$ cat config.mk
export PLATFORM = sky130hd
export DESIGN_NAME = alu_exec_unit_flat
export DESIGN_NICKNAME = d
export VERILOG_FILES = /design/src/rtl/alu_defs_pkg.sv /design/src/rtl/alu_exec_unit_if.sv /design/src/rtl/alu_shift_unit.sv /design/src/rtl/alu_exec_unit.sv /design/src/flat_wrapper.sv
export SDC_FILE = /design/constraint.sdc
export NUM_CORES = 1
export LEC_CHECK = 0
export ABC_AREA = 1
export CORE_MARGIN = 2
export CORE_UTILIZATION = 37
export CTS_BUF_LIST = sky130_fd_sc_hd__clkbuf_8 sky130_fd_sc_hd__clkbuf_16
export DETAILED_ROUTE_END_ITERATION = 8
export GPL_ROUTABILITY_DRIVEN = 1
export RECOVER_POWER = 25
export SYNTH_ARGS = -nofsm -noshare
export SYNTH_HDL_FRONTEND = slang
export SYNTH_SLANG_ARGS = --single-unit
$ cat constraint.sdc
create_clock -name clk -period 4.25 [get_ports clk]
set_input_delay 1.0625 -clock clk [delete_from_list [all_inputs] [get_ports clk]]
set_output_delay 1.0625 -clock clk [all_outputs]
set_load 0.05 [all_outputs]
$ cat src/rtl/alu_defs_pkg.sv
// alu_defs_pkg
// Shared definitions for the execute-stage ALU.
// It holds the 4-bit operation codes that the ALU control decoder also uses,
// the FSM state encoding, and the default operand and shift-amount widths.
// The optional macro ALU_BARREL_SHIFT_EN does not change anything in this file.
package alu_defs_pkg;

  localparam int ALU_DATA_WIDTH  = 32;
  localparam int ALU_SHAMT_WIDTH = 5;

  localparam logic [3:0] OP_ADD = 4'b0000;
  localparam logic [3:0] OP_SUB = 4'b0001;
  localparam logic [3:0] OP_AND = 4'b0010;
  localparam logic [3:0] OP_SRL = 4'b0011;
  localparam logic [3:0] OP_XOR = 4'b0100;
  localparam logic [3:0] OP_LUI = 4'b1000;
  localparam logic [3:0] OP_OR  = 4'b1001;
  localparam logic [3:0] OP_SLL = 4'b1100;

  typedef enum logic [1:0] {
    ST_IDLE  = 2'd0,
    ST_SHIFT = 2'd1,
    ST_DONE  = 2'd2
  } alu_state_e;

  function automatic logic is_shift_op(input logic [3:0] op);
    return (op == OP_SRL) || (op == OP_SLL);
  endfunction

endpackage

$ cat src/rtl/alu_exec_unit_if.sv
// alu_exec_if
// This interface carries the request and result handshake of the ALU execute unit.
//   ALU_Operation_i, A_i, B_i, valid_i : request from the operand muxes
//   ready_o                            : the unit can accept a request
//   result_o, zero_o, valid_o          : result going to the write-back mux
//   ready_i                            : write-back accepts the result
// Modports:
//   slave  : the execute unit
//   master : the upstream and downstream logic, or the testbench
// The optional macro ALU_BARREL_SHIFT_EN does not change this interface.
interface alu_exec_if #(
  parameter int DATA_WIDTH = 32
);
  logic [3:0]            ALU_Operation_i;
  logic [DATA_WIDTH-1:0] A_i;
  logic [DATA_WIDTH-1:0] B_i;
  logic                  valid_i;
  logic                  ready_o;
  logic [DATA_WIDTH-1:0] result_o;
  logic                  zero_o;
  logic                  valid_o;
  logic                  ready_i;

  modport slave (
    input  ALU_Operation_i, A_i, B_i, valid_i, ready_i,
    output ready_o, result_o, zero_o, valid_o
  );

  modport master (
    output ALU_Operation_i, A_i, B_i, valid_i, ready_i,
    input  ready_o, result_o, zero_o, valid_o
  );
endinterface

$ cat src/rtl/alu_shift_unit.sv
// alu_shift_unit
// This module is the shifter of the ALU execute unit.
// When ALU_BARREL_SHIFT_EN is undefined (the default build):
//   - a shift register and a down-counter are loaded on i_load;
//   - the value moves one bit per i_step, with zero fill;
//   - o_result is the value after the shift that is pending;
//   - o_last is high when that pending shift is the final one.
// When ALU_BARREL_SHIFT_EN is defined:
//   - a combinational barrel shift of i_a by i_shamt is built;
//   - o_last is tied high.
// Ports:
//   clk, reset : clock and synchronous active-high reset
//   i_load     : capture i_a, i_shamt and i_left
//   i_step     : perform one single-bit shift
//   i_left     : 1 = SLL, 0 = SRL
//   i_a        : value to shift
//   i_shamt    : shift amount
//   o_result   : shift result (see above)
//   o_last     : the current step finishes the shift
module alu_shift_unit
  import alu_defs_pkg::*;
#(
  parameter int DATA_WIDTH  = ALU_DATA_WIDTH,
  parameter int SHAMT_WIDTH = ALU_SHAMT_WIDTH
) (
  input  logic                   clk,
  input  logic                   reset,
  input  logic                   i_load,
  input  logic                   i_step,
  input  logic                   i_left,
  input  logic [DATA_WIDTH-1:0]  i_a,
  input  logic [SHAMT_WIDTH-1:0] i_shamt,
  output logic [DATA_WIDTH-1:0]  o_result,
  output logic                   o_last
);

`ifdef ALU_BARREL_SHIFT_EN

  logic w_unused;
  assign w_unused = ^{clk, reset, i_load, i_step};

  assign o_result = i_left ? (i_a << i_shamt) : (i_a >> i_shamt);
  assign o_last   = 1'b1;

`else

  logic [DATA_WIDTH-1:0]  r_shreg;
  logic [SHAMT_WIDTH-1:0] r_cnt;
  logic                   r_left;
  logic [DATA_WIDTH-1:0]  w_next;

  assign w_next = r_left ? {r_shreg[DATA_WIDTH-2:0], 1'b0}
                         : {1'b0, r_shreg[DATA_WIDTH-1:1]};

  always_ff @(posedge clk) begin
    if (reset) begin
      r_shreg <= '0;
      r_cnt   <= '0;
      r_left  <= 1'b0;
    end else if (i_load) begin
      r_shreg <= i_a;
      r_cnt   <= i_shamt;
      r_left  <= i_left;
    end else if (i_step) begin
      r_shreg <= w_next;
      r_cnt   <= r_cnt - 1'b1;
    end
  end

  // The step taken while the counter reads 1 is the last one, so the
  // top captures w_next directly instead of waiting a further cycle.
  assign o_result = w_next;
  assign o_last   = (r_cnt == SHAMT_WIDTH'(1));

`endif

endmodule

$ cat src/rtl/alu_exec_unit.sv
// alu_exec_unit
// This is the multi-cycle ALU for the execute stage.
//   - Single-cycle ops (ADD, SUB, AND, XOR, LUI, OR, undefined codes) are
//     registered in one cycle. Undefined codes give a result of 0.
//   - SLL and SRL use alu_shift_unit.
// Ports:
//   clk   : rising-edge clock
//   reset : synchronous, active-high reset
//   bus   : alu_exec_if.slave, which carries the request and result handshake
// Macro ALU_BARREL_SHIFT_EN:
//   - defined: shifts complete in one cycle and ST_SHIFT is never entered;
//   - undefined (default): the shift moves one bit per cycle.
//
// state    | meaning
// ST_IDLE  | ready_o high, waiting for valid_i
// ST_SHIFT | iterative shift in progress, one bit per cycle
// ST_DONE  | valid_o high, result held until ready_i
module alu_exec_unit
  import alu_defs_pkg::*;
#(
  parameter int DATA_WIDTH  = ALU_DATA_WIDTH,
  parameter int SHAMT_WIDTH = ALU_SHAMT_WIDTH
) (
  input  logic   clk,
  input  logic   reset,
  alu_exec_if.slave bus
);

  alu_state_e            r_state;
  alu_state_e            w_next_state;
  logic [DATA_WIDTH-1:0] r_result;

  logic                  w_cap_comb;
  logic                  w_cap_pass;
  logic                  w_cap_shift;
  logic                  w_load;
  logic                  w_step;
  logic                  w_is_shift;
  logic [DATA_WIDTH-1:0] w_comb_result;
  logic [DATA_WIDTH-1:0] w_shift_result;
  logic                  w_shift_last;
  logic [SHAMT_WIDTH-1:0] w_shamt;

  assign w_shamt    = bus.B_i[SHAMT_WIDTH-1:0];
  assign w_is_shift = is_shift_op(bus.ALU_Operation_i);

  alu_shift_unit #(
    .DATA_WIDTH (DATA_WIDTH),
    .SHAMT_WIDTH(SHAMT_WIDTH)
  ) u_shift (
    .clk     (clk),
    .reset   (reset),
    .i_load  (w_load),
    .i_step  (w_step),
    .i_left  (bus.ALU_Operation_i == OP_SLL),
    .i_a     (bus.A_i),
    .i_shamt (w_shamt),
    .o_result(w_shift_result),
    .o_last  (w_shift_last)
  );

  always_comb begin
    w_comb_result = '0;
    case (bus.ALU_Operation_i)
      OP_ADD:  w_comb_result = bus.A_i + bus.B_i;
      OP_SUB:  w_comb_result = bus.A_i - bus.B_i;
      OP_AND:  w_comb_result = bus.A_i & bus.B_i;
      OP_XOR:  w_comb_result = bus.A_i ^ bus.B_i;
      OP_LUI:  w_comb_result = bus.B_i;
      OP_OR:   w_comb_result = bus.A_i | bus.B_i;
      default: w_comb_result = '0;
    endcase
  end

  always_ff @(posedge clk) begin
    if (reset) r_state <= ST_IDLE;
    else       r_state <= w_next_state;
  end

  always_comb begin
    w_next_state = r_state;
    w_cap_comb   = 1'b0;
    w_cap_pass   = 1'b0;
    w_cap_shift  = 1'b0;
    w_load       = 1'b0;
    w_step       = 1'b0;
    case (r_state)
      ST_IDLE: begin
        if (bus.valid_i) begin
          w_next_state = ST_DONE;
          if (!w_is_shift) begin
            w_cap_comb = 1'b1;
          end else begin
`ifdef ALU_BARREL_SHIFT_EN
            w_cap_shift = 1'b1;
`else
            if (w_shamt == '0) begin
              w_cap_pass = 1'b1;
            end else begin
              w_load       = 1'b1;
              w_next_state = ST_SHIFT;
            end
`endif
          end
        end
      end
      ST_SHIFT: begin
        w_step = 1'b1;
        if (w_shift_last) begin
          w_cap_shift  = 1'b1;
          w_next_state = ST_DONE;
        end
      end
      ST_DONE: begin
        if (bus.ready_i) w_next_state = ST_IDLE;
      end
      default: w_next_state = ST_IDLE;
    endcase
  end

  always_ff @(posedge clk) begin
    if (reset)            r_result <= '0;
    else if (w_cap_comb)  r_result <= w_comb_result;
    else if (w_cap_pass)  r_result <= bus.A_i;
    else if (w_cap_shift) r_result <= w_shift_result;
  end

  // Combining with reset keeps ready_o low during the reset cycle itself.
  assign bus.ready_o  = (r_state == ST_IDLE) && !reset;
  assign bus.valid_o  = (r_state == ST_DONE);
  assign bus.result_o = r_result;
  assign bus.zero_o   = (r_state == ST_DONE) && (r_result == '0);

endmodule

$ cat src/flat_wrapper.sv
// flat-port wrapper written by rule: the top's interface ports become plain ports
module alu_exec_unit_flat import alu_defs_pkg::*;
#(
  parameter int DATA_WIDTH  = ALU_DATA_WIDTH,
  parameter int SHAMT_WIDTH = ALU_SHAMT_WIDTH
)
  (clk, reset, bus_ALU_Operation_i, bus_A_i, bus_B_i, bus_valid_i, bus_ready_i, bus_ready_o, bus_result_o, bus_zero_o, bus_valid_o);
  alu_exec_if #(.DATA_WIDTH(DATA_WIDTH)) bus_i ();
  input  logic clk;
  input  logic reset;
  input wire logic [$bits(bus_i.ALU_Operation_i)-1:0] bus_ALU_Operation_i;
  input wire logic [$bits(bus_i.A_i)-1:0] bus_A_i;
  input wire logic [$bits(bus_i.B_i)-1:0] bus_B_i;
  input wire logic [$bits(bus_i.valid_i)-1:0] bus_valid_i;
  input wire logic [$bits(bus_i.ready_i)-1:0] bus_ready_i;
  output wire logic [$bits(bus_i.ready_o)-1:0] bus_ready_o;
  output wire logic [$bits(bus_i.result_o)-1:0] bus_result_o;
  output wire logic [$bits(bus_i.zero_o)-1:0] bus_zero_o;
  output wire logic [$bits(bus_i.valid_o)-1:0] bus_valid_o;
  assign bus_i.ALU_Operation_i = bus_ALU_Operation_i;
  assign bus_i.A_i = bus_A_i;
  assign bus_i.B_i = bus_B_i;
  assign bus_i.valid_i = bus_valid_i;
  assign bus_i.ready_i = bus_ready_i;
  assign bus_ready_o = bus_i.ready_o;
  assign bus_result_o = bus_i.result_o;
  assign bus_zero_o = bus_i.zero_o;
  assign bus_valid_o = bus_i.valid_o;
  alu_exec_unit #(.DATA_WIDTH(DATA_WIDTH), .SHAMT_WIDTH(SHAMT_WIDTH)) u_core (.clk(clk), .reset(reset), .bus(bus_i));
endmodule
======== Word-level counts from Yosys, hierarchy flattened ========
Cells that the tools add are included.
cells by class
  add/sub/neg operators ................... 3
  $mul .................................... 0
  div/mod/pow operators ................... 0
  magnitude comparators ................... 0
  equality and inequality tests ........... 13
  shift operators ......................... 0
  multiplexer cells ....................... 29
  bitwise gates (word level) .............. 3
  reduce and logical (&&, ||, !) cells .... 11
operators by type and width
  operator                                           count
  two-way mux 32 bit                                 6
  case mux 32 bit (6 select lines)                   1
  adder 32 bit                                       1
  bitwise AND 32 bit                                 1
  logical NOT 32 bit                                 1
  bitwise OR 32 bit                                  1
  subtractor 32 bit                                  1
  XOR 32 bit                                         1
  two-way mux 1 bit                                  14
  == test 4 bit (second input constant)              3
  two-way mux 2 bit                                  5
  two-way mux 5 bit                                  2
  == test 4 x 2 -> 1 bit (second input constant)     2
  inequality test 2 bit (second input constant)      3
  case mux 2 bit (3 select lines)                    1
  == test 5 x 1 -> 1 bit (second input constant)     1
  logical NOT 5 bit                                  1
  subtractor 5 x 1 -> 5 bit (second input constant)  1
  == test 4 x 1 -> 1 bit (second input constant)     1
  == test 4 x 3 -> 1 bit (second input constant)     1
  logical NOT 4 bit                                  1
  AND reduction 3 bit                                1
  nonzero test 3 bit                                 1
  == test 2 x 1 -> 1 bit (second input constant)     1
  other kinds (6)                                    7
storage, ports and cells
  flip-flop bits (word level) ............. 72
  latch bits .............................. 0
  bits in writable memories ............... 0
  memory bits (read-only) ................. 0
  input bits .............................. 72
  output and inout bits ................... 35
  word-level logic and storage cells ...... 64
  memories kept ........................... 0

======== Longest topological paths before layout ========
Gate-level depths: netlist of run 1.
  word-level depth ........................ 7
  gate-level depth with buffers ........... 27
  depth with buffers taken out ............ 27

======== Cells and area by module ========
A second synthesis of run 1 with hierarchy kept.
unflattened totals
  cell total of the unflattened synthesis .. 1447
  area total of the unflattened synthesis .. 8749.6 um^2
by module, submodules not included
  module          instances  cells each  area each (um^2)  sequential area each (um^2)
  alu_exec_unit   1          1168        6740.2            680.7
  alu_shift_unit  1          279         2009.4            760.7

======== Worst setup path after synthesis of run 1 ========
Ideal clock, no wire load.
  path kind ............................... input-to-reg
  from .................................... input port bus_B_i[1]
  to ...................................... register u_core.r_result[27] (netlist: u_core.bus.result_o[27])
  library setup time ...................... 0.070 ns
  data arrival time ....................... 3.577 ns
  required time ........................... 4.180 ns
  slack ................................... 0.603 ns
  stages .................................. 21
  path buffers ............................ 0
  path through ............................ inv_1 ha_1 inv_1 nor3_2 nand3_1 nor3_1 nand4_1 o21ai_1 nand2_1 xor2_1 ha_1 a21oi_1 nand2_1 o21bai_1 a21oi_1 nand2_1 nand2_1 nand3_1 nand2_1 nand2_1 a21oi_1
between the ends
  word-level cells in the longest chain between the ends .. 7
  elaborated cells between the ends (all ways) .. 11
  those cells by class .................... add/sub: 2; mux: 7; reduce/logical: 2
RTL lines
  element                                                    RTL line              source
  from (decl)                                                flat_wrapper.sv:13    input wire logic [$bits(bus_i.B_i)-1:0] bus_B_i;
  branches (longest 7 deep; another with subtractor 32 bit)  n/a
  to (signal assigned)                                       alu_exec_unit.sv:123  else if (w_cap_comb) r_result <= w_comb_result;
  to (signal assigned)                                       alu_exec_unit.sv:124  else if (w_cap_pass) r_result <= bus.A_i;
  to (signal assigned)                                       alu_exec_unit.sv:125  else if (w_cap_shift) r_result <= w_shift_result;
  to (decl)                                                  alu_exec_unit.sv:31   logic [DATA_WIDTH-1:0] r_result;
Parallel ways; which one is timed is not known.
A chain may end at the register's enable or synchronous reset.

======== Final worst setup path of run 1 ========
  from .................................... input port bus_B_i[5]
  to ...................................... register u_core.r_result[27] (netlist: u_core.bus.result_o[27])
between the ends
  word-level cells in the longest chain between the ends .. 3
  elaborated cells between the ends (all ways) .. 4
  those cells by class .................... add/sub: 2; mux: 2
RTL lines
  element                                            RTL line                                  source
  subtractor 32 bit or adder 32 bit (tied branches)  alu_exec_unit.sv:66, alu_exec_unit.sv:65
  case mux 32 bit (6 select lines) *                 alu_exec_unit.sv:64                       case (bus.ALU_Operation_i)
  two-way mux 32 bit *                               alu_exec_unit.sv:123
Every way passes the cells marked *; elsewhere a longest branch is shown, timed or not.

==> results of run 1 <==
==> cells by family after synthesis <==
| family | count (synthesis) |
|---|---|
| AOI/OAI and AO/OA | 294 |
| xor gates and xnor gates | 31 |
| adders and majority gates | 100 |
| buffers and inverters | 273 |
| DFF | 72 |
| muxes | 27 |
| and+or+nand+nor | 671 |
==> through the flow <==
stage | cells | setup slack [ns] | instance area [sq um]
finish | 2002 | 0.189 | 11800
global route | 2002 | -0.0334 | 11800
CTS | 2000 | 0.0439 | 11600
detailed placement | 1982 | -0.662 | 11200
global placement | 1982 | -0.711 | 11200
floorplan | 1468 | 0.603 | 8930
==> registers in the layout, indices dropped and copies added, names as in the netlist <==
| signal | count |
|---|---|
| u_core.bus.result_o | 32 |
| u_core.r_state | 2 |
| u_core.u_shift.r_cnt | 5 |
| u_core.u_shift.r_left | 1 |
| u_core.u_shift.r_shreg | 32 |
==> final cells by class <==
cell class	instances	area, sq um
fillers	2453	11800
repair buffers	256	2220
well taps	319	399
clock buffers	9	225
inverters	216	811
multi-input cells	1123	6650
clock inverters	7	87.6
flip-flops and latches	72	1440
==> worst max-delay path by stage <==
stage / from / endpoint / slack (ns)
floorplan: bus_B_i[1] / u_core.bus.result_o[27]$_SDFFE_PP0P_ / 0.60
global route: bus_B_i[1] / u_core.bus.result_o[27]$_SDFFE_PP0P_ / -0.03
detailed placement: bus_B_i[0] / u_core.bus.result_o[27]$_SDFFE_PP0P_ / -0.66
CTS: bus_B_i[0] / u_core.bus.result_o[27]$_SDFFE_PP0P_ / 0.04
global placement: bus_B_i[0] / u_core.bus.result_o[27]$_SDFFE_PP0P_ / -0.71
finish: bus_B_i[5] / u_core.bus.result_o[27]$_SDFFE_PP0P_ / 0.19
==> repair_timing <==
item	4_1_cts	5_1_grt
setup endpoints to repair	11	19
setup buffers	2	2
gates resized for setup	13	62
endpoints found under the hold margin	0	0
pin swaps	10	22
==> worst reg2reg max path: stages, from the launching register on <==
cell and delay (ns):
dfxtp_1 0.31, inv_1 0.06, nor2_1 0.04, buf_4 0.18
inv_1 0.67, o21ai_0 0.33, nor2_4 0.24, inv_2 0.18
buf_12 0.22, o21ai_0 0.23, a31oi_1 0.10
==> where the power goes <==
group	switching, mW	internal (mW)	total (mW)	leakage (nW)
clock	0.304	0.510	0.813	0.160
sequential	0.0438	0.718	0.762	0.588
combinational	0.780	0.520	1.30	5.00
total	1.13	1.75	2.88	5.75
==> layer usage <==
| metal | vias to the layer above | global-route usage [%] | share of wire, % |
|---|---|---|---|
| met5 | - | 0 | 0 |
| met4 | 0 | 6.78 | 2.3 |
| met3 | 39 | 2.94 | 6.4 |
| met2 | 342 | 40.0 | 43 |
| met1 | 4737 | 37.2 | 48 |
| li1 | 5244 | - | - |
==> cells in the final DEF, fill, tap and decap left out, types with 15 or more instances in the layout <==
master | netlist | final
nand2_1 | 420 | 406
inv_1 | 210 | 208
buf_4 | 4 | 148
clkdlybuf4s50_1 | 0 | 101
ha_1 | 99 | 97
nor2_1 | 102 | 85
o21ai_0 | 81 | 80
dfxtp_1 | 72 | 71
a21oi_1 | 79 | 69
nand3_1 | 66 | 57
a31oi_1 | 42 | 42
or2_2 | 34 | 34
o22ai_1 | 32 | 32
xor2_1 | 30 | 29
mux2i_1 | 27 | 27
a221oi_1 | 19 | 19
nor2_2 | 2 | 17
nand2_2 | 2 | 16
o21ai_1 | 14 | 15
==> summary.md, run 1 <==
| Metric | Value |
|---|---|
| HPWL after detailed placement | `26200 microns` |
| Syn Inst Count | `around 1500` |
| Hold EP | `u_core.u_shift.r_shreg[5]$_SDFFE_PP0P_` |
| Boundary pin count | `between 100 and 150` |
| Status | `finished, final reports clean` |
| Crit. End Element | `register` |
| Synth Warn # | `0` |
| I/O Buffers | `between 100 and 150` |
| HP Class | `reg -> reg` |
| Synth top area share | `between 10% and 20%` |
| RSZ-0062 raised after global routing | `yes` |
| CTS tree | `done` |
| WL final | `33500 microns` |
| Starting density of the core | `about 38%` |
| Synth Area in XOR/XNOR | `3.04%` |
| Cell family with most CP delay | `simple AND/OR/NAND/NOR gates` |
| Total GRT Usage | `about 26%` |
| Startpoint types | `input port` |
| Drt first pass iters | `5` |
| TNS Setup | `0 ns` |
| Stages on the worst setup path | `23` |
| Post-Synth Simple-Gate Area | `32.0%` |
| Tot Pwr | `2.88 mW` |
| Worst skew pair latency | `0.34 ns` |
| P_leak | `5.75 nW` |
| Core Util, Final | `50.1%` |
| Worst-path cell chain | `clkdlybuf4s50_1 -> nor2_1 -> nand3_2 -> nor2_4 -> nand3_4 -> nor2_4 -> buf_4 -> nand3_2 -> o21ai_4 -> xor2_1 -> ha_4 -> nand2_2 -> nand2_1 -> nand2_1 -> nand2_1 -> o21bai_2 -> a21oi_2 -> nand2_1 -> nand2_1 -> nand3_2 -> nand2_2 -> nand2_1 -> a21oi_2` |
| CP arrival | `~4.3 ns` |
| # clock sinks | `around 70` |
| Slowest-stage cell, CP | `clkdlybuf4s50_1` |
| Syn avg cell area | `6.08 sq um` |
| Async set-or-reset flop fraction in the synthesized netlist | `0%` |
| Fmax | `246 MHz` |
| Layout Skew | `0.00744 ns` |
| CTS buffer count | `9` |
| WL per Instance | `16.7 microns` |
| Least-Margin Pin Slew | `1.01 ns` |
| Compound-cell area share of the yosys netlist | `19.2%` |
| Vias in the first global route | `about 9600` |
| Post-synth EDFFs | `0` |
| Share of layout cells above drive strength 1 | `16.8%` |
| Grt ovf | `0` |
| R2r setup slk | `1.57 ns` |
| Seq cells post-synth | `72` |
| Die height | `159 microns` |
| DRC violation total after the first TritonRoute iteration | `804` |
| Hold_buf cts | `0` |
| First-pass GRT wire length | `52100 microns` |
| Antenna cells | `0` |
| Largest family of logic cells by synthesized area | `simple AND/OR/NAND/NOR gates` |
| Routed vias/inst | `approximately 5.2` |
| DRC Markers | `0` |
| Die area | `between 20000 and 30000 sq um` |
| Slew Limit Fails | `0` |
| Relative slew margins | `between 30 and 40%` |
| Initial antenna violation count | `0` |
| CP Buf/Inv Count | `2` |
| Seq/Total Area, Yosys | `16.1%` |
| Peak VDD IR | `about 0.22 mV` |
| Worst hold slack | `0.484 ns` |
| Top cells by area, synth | `nand2_1, dfxtp_1, ha_1, inv_1, o21ai_0` |
| Synth cell count leaders | `nand2_1, inv_1, nor2_1` |
| Worst Path Required | `4.52 ns` |
| Die Span X | `159 microns` |
| Core footprint | `about 24000 sq um` |
| RR Endpoint | `u_core.bus.result_o[11]$_SDFFE_PP0P_` |
| Yosys cell types | `50` |
| Row Count | `56` |
| Critical hold path startpoint | `u_core.u_shift.r_shreg[5]$_SDFFE_PP0P_` |
| Post-DRT Antenna Nets | `0` |
| Via count | `10362` |
| Final setup viols | `0` |
| Synth area leader | `nand2_1` |
| Worst-path maximum fanout | `4` |
| Hold-critical path depth | `2` |
| Worst path max stage delay | `0.45 ns` |
| Clock transition at path regs | `0.06 ns` |
| Pwr dens | `243 nW/um^2` |
| Mux share of post-synthesis cell area | `3.03%` |
| FF-to-FF path depth | `10` |
| Max clock buf depth | `2` |
| Synthesized-area fraction occupied by adder cells | `~14%` |
| Nets | `1850` |
| Cell mode on critical path | `nand2_1` |
| Cell area after synthesis | `between 8000 and 9000 sq um` |
| CTS root buffer | `clkbuf_16` |
| Most frequent cell after synthesis | `nand2_1` |
| GP Congestion | `0.932` |
| Max-cap check violation count | `0` |
| CP Class | `in -> reg` |
| P&R area growth vs syn | `32.5%` |
| RR Startpoint | `u_core.r_state[0]$_SDFFE_PP0P_` |
| Post-route minimum period | `between 4 and 5 ns` |
| Final Hold Fails | `0` |
| Main synth FF type | `dfxtp_1` |
| Fin crit share | `95.5%` |
| Largest net degree at the start of global routing | `56` |
| H-tree levels | `3` |
| Syn Nets | `1640` |
No activity file was read; power rests on OpenSTA's default activity.
==> run 2, diff against run 1 <==
Settings changed: CORE_UTILIZATION 37 to 34.
==> run 2 against run 1 <==
Compared with the run above:
- non-clock buffer count is 2 lower
- clock power is 10% lower
- setup slack worse by 0.029 ns
- via count is 0.84% lower
- combinational power hardly changed
- die area is 8.6% higher
- register-to-register slack worse by 0.14 ns
- count of clock-buffer cells in the layout is 3 higher
- critical path type unchanged
- sequential cell count stayed put
- first-iteration DRC count is 7.2% higher
==> summary.md, run 2 (same netlist as run 1, synthesis figures left out) <==
| Metric | Value |
|---|---|
| Fin crit share | `96.2% (+0.69 points)` |
| DRC Markers | `0 (unchanged)` |
| R2r setup slk | `1.43 ns (-0.14 ns)` |
| Least-Margin Pin Slew | `1.01 ns (-0.00476 ns)` |
| Worst-path maximum fanout | `4 (unchanged)` |
| Initial antenna violation count | `0 (unchanged)` |
| Peak VDD IR | `0.236 mV (+6.0%)` |
| I/O Buffers | `106 (unchanged)` |
| # clock sinks | `72 (unchanged)` |
| HPWL after detailed placement | `26600 microns (+1.4%)` |
| Max-cap check violation count | `0 (unchanged)` |
| Worst Path Required | `4.52 ns (about the same)` |
| Drt first pass iters | `5 (unchanged)` |
| FILL cells | `2763 (+13%)` |
| Most frequent cells in the layout | `nand2_1, inv_1, buf_4` |
| FF-to-FF path depth | `11 (+1)` |
| GP Congestion | `0.950 (+1.9%)` |
| CP Class | `in -> reg` |
| Hold-critical path depth | `2 (unchanged)` |
| Worst skew pair latency | `0.34 ns (about the same)` |
| Relative slew margins | `32.7% (+0.24 points)` |
| Die area | `27600 sq um (+8.6%)` |
| Core footprint | `25900 sq um (+9.7%)` |
| Antenna cells | `0 (unchanged)` |
| Tot Pwr | `2.77 mW (-3.8%)` |
| Final Hold Fails | `0 (unchanged)` |
| Clock transition at path regs | `0.06 ns (about the same)` |
| Most common cell after layout, fill and taps aside | `nand2_1` |
| Nets | `1848 (-0.11%)` |
| CTS tree | `done` |
| WL per Instance | `16.4 microns (-1.8%)` |
| Placed Cells | `1998 (+0.81%)` |
| DRC violation total after the first TritonRoute iteration | `862 (+7.2%)` |
| Starting density of the core | `34.5% (-3.4 points)` |
| Max clock buf depth | `2 (unchanged)` |
| Startpoint types | `input port` |
| Status | `finished, final reports clean` |
| P&R area growth vs syn | `31.3%` |
| P_leak | `5.75 nW (about the same)` |
| CTS root buffer | `clkbuf_16` |
| Post-route minimum period | `4.09 ns (+0.0291 ns)` |
| Final setup viols | `0 (unchanged)` |
| Boundary pin count | `107 (unchanged)` |
| Die Span X | `166 microns (+4.2%)` |
| Fmax | `245 MHz (-0.71%)` |
| H-tree levels | `3 (unchanged)` |
| First-pass GRT wire length | `52400 microns (+0.61%)` |
| Layout Skew | `0.00541 ns (-0.00203 ns)` |
| Vias in the first global route | `9826 (+2.6%)` |
| Largest net degree at the start of global routing | `41 (-27%)` |
| Grt ovf | `0 (unchanged)` |
| Pwr dens | `236 nW/um^2 (-2.9%)` |
| Die height | `166 microns (+4.2%)` |
| Share of layout cells above drive strength 1 | `16.7% (-0.16 points)` |
| CTS buffer count | `9 (unchanged)` |
| Row Count | `59 (+5.4%)` |
| Via count | `10275 (-0.84%)` |
| Slew Limit Fails | `0 (unchanged)` |
| WL final | `33100 microns (-1.1%)` |
| Post-DRT Antenna Nets | `0 (unchanged)` |
| Hold_buf cts | `0 (unchanged)` |
| HP Class | `reg -> reg` |
| CP arrival | `4.36 ns (+0.03 ns)` |
| Total GRT Usage | `23.5% (-2.1 points)` |
| Final Instance Count excl. Fillers | `2016 (+0.70%)` |
| Routed vias/inst | `5.10 (-1.5%)` |
| Crit. End Element | `register` |
==> run 2: cell types whose count changed in the layout (fill, tap and decap cells not counted), moves of 3 or more <==
cell             delta
clkdlybuf4s50_1    -23
dlygate4sd3_1      +23
clkbuf_8            +3
nor2_4              -3
o21ai_2             +3
==> run 2: metal layers <==
layer  routed length [microns]  GRT usage, %  part of all wire (%)  vias to the layer above
li1                          -             -                     -                     5229
met1                     15800          33.9                    48                     4696
met2                     14600          37.8                    44                      308
met3                      2020          2.10                   6.1                       42
met4                       685          5.63                   2.1                        0
met5                         0             0                     0                        -
==> run 2: worst max-delay path, cell delays in order <==
cell             delay (ns)
clkdlybuf4s50_1        0.47
nor2_2                 0.19
nand3_1                0.18
nor4_2                 0.37
buf_4                  0.19
nand2_1                0.05
nand2_1                0.07
xor2_1                 0.07
ha_2                   0.39
nand2_1                0.10
inv_1                  0.11
nand2_2                0.09
nor3_2                 0.21
and2_1                 0.16
nand2_1                0.09
nand3b_1               0.10
nand3_1                0.13
nand2_1                0.13
nand2_1                0.07
a21oi_1                0.12
==> run 2: through the flow <==
step                instance area, sq um  setup TNS (ns)  worst slack, ns  hold slack, ns  util, %
floorplan                           8930               0            0.603           0.453        -
global placement                   11200           -6.66           -0.548           0.469     43.4
detailed placement                 11200           -6.62           -0.545           0.472     43.4
CTS                                11600               0           0.0857           0.480     44.6
global route                       11700         -0.0165          -0.0109           0.510     45.2
finish                             11700               0            0.160           0.478     45.2
==> run 2: power by group <==
group          internal, mW  leakage, nW  switching [mW]  total, mW
sequential            0.718        0.588          0.0429      0.761
clock                 0.438        0.150           0.292      0.730
combinational         0.504         5.02           0.770       1.27
==> run 2: layout make-up <==
class | instances | area [sq um] | area share [%]
clock buffer | 12 | 267 | 2.27
clock inverter | 4 | 18.8 | 0.160
inverter | 216 | 811 | 6.92
multi-input combinational | 1123 | 6560 | 56.0
sequential | 72 | 1440 | 12.3
tap | 335 | 419 | 3.58
timing repair buffer | 254 | 2200 | 18.8
==> run 2: worst paths after layout <==
| check | start | end |
|---|---|---|
| worst max-delay path | bus_B_i[8] | u_core.bus.result_o[28]$_SDFFE_PP0P_ |
| worst min-delay path | u_core.u_shift.r_shreg[31]$_SDFFE_PP0P_ | u_core.u_shift.r_shreg[31]$_SDFFE_PP0P_ |
| worst max register to register | u_core.r_state[0]$_SDFFE_PP0P_ | u_core.bus.result_o[26]$_SDFFE_PP0P_ |
| worst min register to register | u_core.u_shift.r_shreg[31]$_SDFFE_PP0P_ | u_core.u_shift.r_shreg[31]$_SDFFE_PP0P_ |
==> run 2: repair_timing <==
action                     CTS  global route
pin swaps                    2            15
setup buffers                1             1
gates resized for setup      6            64
setup endpoints to repair    9            20
cloned                       0             0
